File: src/rtl/fifo_sched_pkg.sv
// Shared types and constants for the FIFO scheduler.
// Optional feature macro (handled in fifo_rr_arbiter): FIFO_SCHED_PRIO0_EN.
package fifo_sched_pkg;

  typedef enum logic [1:0] {
    RESET_PROG = 2'd0,
    RUN        = 2'd1,
    DRAIN      = 2'd2,
    PROG       = 2'd3
  } state_e;

  localparam int SKID_DEPTH = 2;

  function automatic int occ_width(input int entries);
    return $clog2(entries) + 1;
  endfunction

endpackage

File: src/rtl/fifo_rr_arbiter.sv
// Combinational round-robin arbiter: one-hot grant plus the next search start.
// FIFO_SCHED_PRIO0_EN gives requester 0 fixed top priority; the rest stay round-robin.
module fifo_rr_arbiter
  import fifo_sched_pkg::*;
#(
  parameter int NUM_REQ = 4,
  parameter int PTR_W   = $clog2(NUM_REQ)
) (
  input  logic [NUM_REQ-1:0] valid_i,
  input  logic [PTR_W-1:0]   ptr_i,
  output logic [NUM_REQ-1:0] grant_o,
  output logic [PTR_W-1:0]   next_ptr_o
);

  logic [NUM_REQ-1:0] cand;
  logic               found;
  logic [PTR_W-1:0]   idx;

  always_comb begin
    cand       = valid_i;
    grant_o    = '0;
    next_ptr_o = ptr_i;
    found      = 1'b0;
    idx        = '0;
`ifdef FIFO_SCHED_PRIO0_EN
    // Requester 0 wins outright and leaves the rotation pointer for the others untouched.
    cand[0] = 1'b0;
    if (valid_i[0]) begin
      grant_o[0] = 1'b1;
      found      = 1'b1;
    end
`endif
    for (int i = 0; i < NUM_REQ; i++) begin
      idx = PTR_W'((int'(ptr_i) + i) % NUM_REQ);
      if (!found && cand[idx]) begin
        found        = 1'b1;
        grant_o[idx] = 1'b1;
        next_ptr_o   = PTR_W'((int'(idx) + 1) % NUM_REQ);
      end
    end
  end

endmodule

File: src/rtl/fifo_sched.sv
// Scheduler in front of the synchronous FIFO: write arbitration, read skid buffer, offset programming.
// Build option FIFO_SCHED_PRIO0_EN selects fixed priority for requester 0 (see fifo_rr_arbiter).
module fifo_sched
  import fifo_sched_pkg::*;
#(
  parameter int NUM_REQ      = 4,
  parameter int DATA_WIDTH   = 16,
  parameter int FIFO_ENTRIES = 1024,
  parameter int RST_OFFSET   = 16
) (
  input  logic                                clk_i,
  input  logic                                rst_i,
  input  logic [NUM_REQ-1:0]                  req_valid_i,
  input  logic [NUM_REQ*DATA_WIDTH-1:0]       req_data_i,
  output logic [NUM_REQ-1:0]                  req_ready_o,
  input  logic [DATA_WIDTH-1:0]               cfg_offset_i,
  input  logic                                cfg_load_i,
  output logic                                cfg_busy_o,
  output logic                                wr_o,
  output logic                                daf_o,
  output logic [DATA_WIDTH-1:0]               data_in_o,
  output logic                                rd_o,
  output logic                                oe_o,
  input  logic [DATA_WIDTH-1:0]               data_out_i,
  input  logic                                fifo_empty_i,
  input  logic                                fifo_full_i,
  input  logic                                half_full_i,
  input  logic                                af_ae_i,
  output logic                                rd_valid_o,
  output logic [DATA_WIDTH-1:0]               rd_data_o,
  input  logic                                rd_ready_i,
  output logic [occ_width(FIFO_ENTRIES)-1:0]  occupancy_o
);

  localparam int               OCC_W   = occ_width(FIFO_ENTRIES);
  localparam int               PTR_W   = $clog2(NUM_REQ);
  localparam logic [OCC_W-1:0] OCC_MAX = OCC_W'(FIFO_ENTRIES);

  state_e                 state_q;
  logic                   boot_q;
  logic [PTR_W-1:0]       ptr_q;
  logic [PTR_W-1:0]       ptr_nxt;
  logic [NUM_REQ-1:0]     grant;
  logic                   wr_open;
  logic                   hs;
  logic [DATA_WIDTH-1:0]  wdata;
  logic                   wr_q;
  logic                   daf_q;
  logic [DATA_WIDTH-1:0]  data_in_q;
  logic [DATA_WIDTH-1:0]  offset_q;

  logic [OCC_W-1:0]       occ_q, occ_d;
  logic                   rd_en;
  logic                   rd_q;
  logic                   pop;
  logic [1:0]             skid_cnt_q, skid_cnt_d;
  logic [1:0]             skid_left;
  logic [2:0]             skid_load;
  logic [DATA_WIDTH-1:0]  skid_q [SKID_DEPTH];
  logic [DATA_WIDTH-1:0]  skid_d [SKID_DEPTH];

  logic                   unused_flags;
  assign unused_flags = half_full_i ^ af_ae_i;

  fifo_rr_arbiter #(
    .NUM_REQ (NUM_REQ),
    .PTR_W   (PTR_W)
  ) u_arb (
    .valid_i    (req_valid_i),
    .ptr_i      (ptr_q),
    .grant_o    (grant),
    .next_ptr_o (ptr_nxt)
  );

  assign wr_open     = (state_q == RUN) && !fifo_full_i && (occ_q < OCC_MAX);
  assign req_ready_o = wr_open ? grant : '0;
  assign hs          = |req_ready_o;

  always_comb begin
    wdata = '0;
    for (int k = 0; k < NUM_REQ; k++) begin
      if (grant[k]) wdata = req_data_i[k*DATA_WIDTH +: DATA_WIDTH];
    end
  end

  // RESET_PROG spans reset plus one visible cycle; boot_q marks the cycle that strobes daf.
  always_ff @(posedge clk_i or posedge rst_i) begin
    if (rst_i) begin
      state_q   <= RESET_PROG;
      boot_q    <= 1'b1;
      ptr_q     <= '0;
      wr_q      <= 1'b0;
      daf_q     <= 1'b0;
      data_in_q <= '0;
      offset_q  <= '0;
    end else begin
      wr_q  <= hs;
      daf_q <= 1'b0;
      if (hs) begin
        data_in_q <= wdata;
        ptr_q     <= ptr_nxt;
      end
      case (state_q)
        RESET_PROG: begin
          boot_q <= 1'b0;
          if (boot_q) begin
            daf_q     <= 1'b1;
            data_in_q <= DATA_WIDTH'(RST_OFFSET);
          end else begin
            state_q <= RUN;
          end
        end
        RUN: begin
          if (cfg_load_i) begin
            offset_q <= cfg_offset_i;
            state_q  <= DRAIN;
          end
        end
        DRAIN: begin
          if (!wr_q) begin
            state_q   <= PROG;
            daf_q     <= 1'b1;
            data_in_q <= offset_q;
          end
        end
        PROG:    state_q <= RUN;
        default: state_q <= RESET_PROG;
      endcase
    end
  end

  assign cfg_busy_o = (state_q != RUN);
  assign wr_o       = wr_q;
  assign daf_o      = daf_q;
  assign data_in_o  = data_in_q;

  // Counting the slot freed by this cycle's pop keeps reads at one per cycle while the consumer is ready.
  assign pop        = rd_valid_o && rd_ready_i;
  assign skid_left  = skid_cnt_q - {1'b0, pop};
  assign skid_load  = {1'b0, skid_left} + {2'b0, rd_q};
  assign rd_en      = ((state_q == RUN) || (state_q == DRAIN)) && !fifo_empty_i
                      && (skid_load < 3'(SKID_DEPTH));
  assign rd_o       = rd_en;
  assign oe_o       = rd_en;

  always_comb begin
    occ_d = occ_q;
    if (hs && !rd_en) begin
      if (occ_q != OCC_MAX) occ_d = occ_q + 1'b1;
    end else if (!hs && rd_en) begin
      if (occ_q != '0) occ_d = occ_q - 1'b1;
    end
  end

  always_comb begin
    skid_d     = skid_q;
    skid_cnt_d = skid_left + {1'b0, rd_q};
    if (pop) skid_d[0] = skid_q[1];
    if (rd_q) skid_d[skid_left[0]] = data_out_i;
  end

  always_ff @(posedge clk_i or posedge rst_i) begin
    if (rst_i) begin
      occ_q      <= '0;
      rd_q       <= 1'b0;
      skid_cnt_q <= '0;
      skid_q     <= '{default: '0};
    end else begin
      occ_q      <= occ_d;
      rd_q       <= rd_en;
      skid_cnt_q <= skid_cnt_d;
      skid_q     <= skid_d;
    end
  end

  assign occupancy_o = occ_q;
  assign rd_valid_o  = (skid_cnt_q != '0);
  assign rd_data_o   = skid_q[0];

endmodule

File: config.mk
export PLATFORM = sky130hd
export DESIGN_NAME = fifo_sched
export DESIGN_NICKNAME = d
export VERILOG_FILES = /design/src/rtl/fifo_sched_pkg.sv /design/src/rtl/fifo_rr_arbiter.sv /design/src/rtl/fifo_sched.sv
export SDC_FILE = /design/constraint.sdc
export NUM_CORES = 1
export LEC_CHECK = 0
export CAP_MARGIN = 30
export CORE_MARGIN = 2
export CORE_UTILIZATION = 44
export CTS_BUF_LIST = sky130_fd_sc_hd__clkbuf_16
export CTS_CLUSTER_SIZE = 14
export DETAILED_ROUTE_END_ITERATION = 10
export HOLD_SLACK_MARGIN = 0.03
export PLACE_DENSITY = 0.78
export SLEW_MARGIN = 40
export SYNTH_ARGS = -nofsm -noshare
export SYNTH_HDL_FRONTEND = slang
export SYNTH_SLANG_ARGS = --single-unit
File: constraint.sdc
create_clock -name clk_i -period 5.4 [get_ports clk_i]
set_clock_uncertainty 0.2 [all_clocks]
set_input_delay 1.08 -clock clk_i [delete_from_list [all_inputs] [get_ports clk_i]]
set_output_delay 1.08 -clock clk_i [all_outputs]
set_load 0.01 [all_outputs]
==> summary.md <==
| Metric | Value |
|---|---|
| Crit Path Category | primary input to register |
| Warnings from Yosys | 0 |
| Drt wl/cell | 16.7 um |
| Area grow syn2layout | 39.2% |
| Fillers | 1012 |
| Rows | 40 |
| Post-Place Cell Area | 7380 um^2 |
| Final setup vio count | 0 |
| Clock slew at reported path FFs | 0.07 ns |
| Worst path arrival time | 5.21 ns |
| Final Hold Vio Count | 0 |
| Share of layout cells above drive strength 1 | 18.8% |
| CP required | 5.43 ns |
| Overflow after GRT | 0 |
| Placed wire-length estimate | 11.5 mm |
| Max Fclk | 0.193 GHz |
| DR WL met3 | 724 um |
| CTS sink count | 85 |
| Chip height | 116 um |
| Io pins | 161 |
| Final Cycle Share | 95.9% |
| Core area | 12200 um^2 |
| Largest net degree at the start of global routing | 56 |
| Tmin final | 5.18 ns |
| Starting DRC count in detailed routing | 366 |
| # diodes | 0 |
| Outcome | complete, no violations |
| Worst-margin pin slew | 0.736 ns |
| Avg Cell Area, Syn | 9.83 um^2 |
| CP Capture Type | register |
| Area of the mapped netlist | 5530 um^2 |
| Die area | 13500 um^2 |
| Pre-CTS WS | -0.358 ns |
| Top cells by area, synth | dfrtp_1, mux2_2, ha_1 |
| Flops & latches, synth | 85 |
| Commonest non-fill, non-tap cells in the layout | clkdlybuf4s50_1, dfrtp_1, nand2_1, buf_4, mux2_2 |
| Commonest non-fill, non-tap cell in the layout | clkdlybuf4s50_1 |
| Syn_nets | 694 |
| CTS tree | done |
| RSZ-0062 raised after global routing | no |
| Mapped Cells | 563 |
| Starting Density | 45.5% |
| DRT Wirelength | 15.1 mm |
| CTS root buf | clkbuf_16 |
| DRC Markers | 0 |
| DR vias | 4986 |
| Setup ws final | 0.223 ns |
| Final core utilization | 63.3% |
| H-tree depth | 3 |
| First-pass GRT wire length | 24.3 mm |
| Slew margin rel. | 50.8% |
| Final Instance Area | 7700 um^2 |
| Routed vias/inst | 5.52 |
| Pleak | 3.31 nW |
| Ys async rst share | 100% |
| Synth area leader | dfrtp_1 |
| M1 wire length | 6.02 mm |
| Clock latency on the worst-skew pair | 0.33 ns |
| Crit path max fanout | 7 |
| Die X | 116 um |
| Clock buffer depth | 2 |
| Setup TNS | 0 ns |
| Total Power | 4.75 mW |
| Met2 wire len | 7.98 mm |
| Gpl congestion | 0.959 |
| Worst Hold Class | register to register |
| DR top layer | met4 |
| CTS Buf Count | 9 |
| Post-synthesis sequential area ratio | 38.5% |
| Number of synthesized flops with an enable pin | 0 |
| Max IR drop VDD | 362 uV |
| Vias in the first global route | 5098 |
| Initial antenna violation count | 0 |
| Power per cell area | 617 nW/um^2 |
| Setup slack, reg-to-reg | 0.45 ns |
| Drt pass-1 iters | 4 |
| Top FF cell, synth | dfrtp_1 |
| Netlist cell types | 67 |
| Final Max Tran Viols | 0 |
| Antenna-violating nets left | 0 |
| All-layer global routing usage | 22.6% |
| Max Cap Viol | 0 |
| Crit start category | primary input |
| Nets | 862 |
| Port buffer count | 158 |
| Area share of the largest cell type after synthesis | 38.0% |
-- synthesized netlist by cell type, types with 9 or more instances --
cell type and instances:
dfrtp_1 84, nand2_1 68, mux2_2 37, o21ai_1 34, o21ai_0 33, inv_1 32, ha_1 22, mux2i_1 19
buf_4 18, o21bai_1 18, and3_1 17, clkbuf_1 17, a21boi_0 16, nor2_1 13, a21oi_1 11, a2111oi_2 10
o311ai_1 10, xnor2_1 9
-- area by class of cell --
type | instances | area, um^2 | area share, %
clock buffer | 9 | 225 | 2.92
clock inverter | 7 | 50.0 | 0.650
inverter | 32 | 125 | 1.62
multi-input combinational | 398 | 3020 | 39.2
sequential | 85 | 2130 | 27.6
tap | 168 | 210 | 2.73
timing repair buffer | 205 | 1940 | 25.2
-- per-layer routing --
layer  GRT usage [%]  up-vias
li1                -     2358
met1            27.6     2447
met2            40.7      149
met3            3.89       32
met4            7.14        0
met5               0        -
-- cells by family (layout without fill, tap and decap cells) --
kind of cell | count (synthesis) | count (layout) | share of synthesized area, %
xor gates and xnor gates | 10 | 10 | 1.58
AOI/OAI and AO/OA | 174 | 174 | 23.6
DFF | 85 | 85 | 38.5
and+or+nand+nor | 132 | 132 | 11.6
adders and majority gates | 23 | 23 | 5.34
buffers and inverters | 80 | 253 | 7.22
muxes | 59 | 59 | 12.2
-- power breakdown --
group	total (mW)	switching, mW	internal (mW)
clock network	0.569	0.256	0.313
registers	1.20	0.228	0.971
logic	2.98	1.50	1.49
-- through the flow --
stage	hold slack, ns	std cells
6_report	0.285	904
5_1_grt	0.303	904
4_1_cts	0.287	900
3_5_place_dp	0.277	884
3_3_place_gp	0.271	884
2_1_floorplan	0.250	563
-- final timing paths --
path                           startpoint              end  cells after the start
min reg2reg                        boot_q           boot_q                      1
min                                boot_q           boot_q                      1
min in group asynchronous           rst_i        skid_q[8]                      2
max in group asynchronous           rst_i         ptr_q[0]                      3
max reg2reg                      ptr_q[0]  occupancy_o[10]                     17
max                        req_valid_i[1]  occupancy_o[10]                     17
-- flip-flops by register name (all words and copies together), names as in the netlist --
signal       flops
boot_q           1
daf_o            1
data_in_o       16
occupancy_o     11
offset_q        16
ptr_q            2
rd_data_o       16
rd_q             1
skid_cnt_q       2
skid_q          16
state_q          2
wr_o             1
-- what timing repair did --
item,CTS,global route
buffers inserted,0,4
hold buffers,0,0
endpoints found under the hold margin,0,0
endpoints found under the setup margin,1,1
gates resized for setup,1,4
pin swaps,0,7
-- critical path: stages --
cell and delay (ns):
clkdlybuf4s50_1 0.43, buf_4 0.17, mux4_2 0.53, nor2b_1 0.19, a21oi_2 0.14, nor2_2 0.08, a41oi_4 0.27, ha_2 0.24
inv_2 0.06, fa_1 0.40, a21oi_1 0.15, o21bai_1 0.12, a211oi_2 0.31, o21ai_1 0.12, and3_1 0.16, or4b_2 0.67
o31ai_1 0.09
Power figures use the tool's default switching activity.
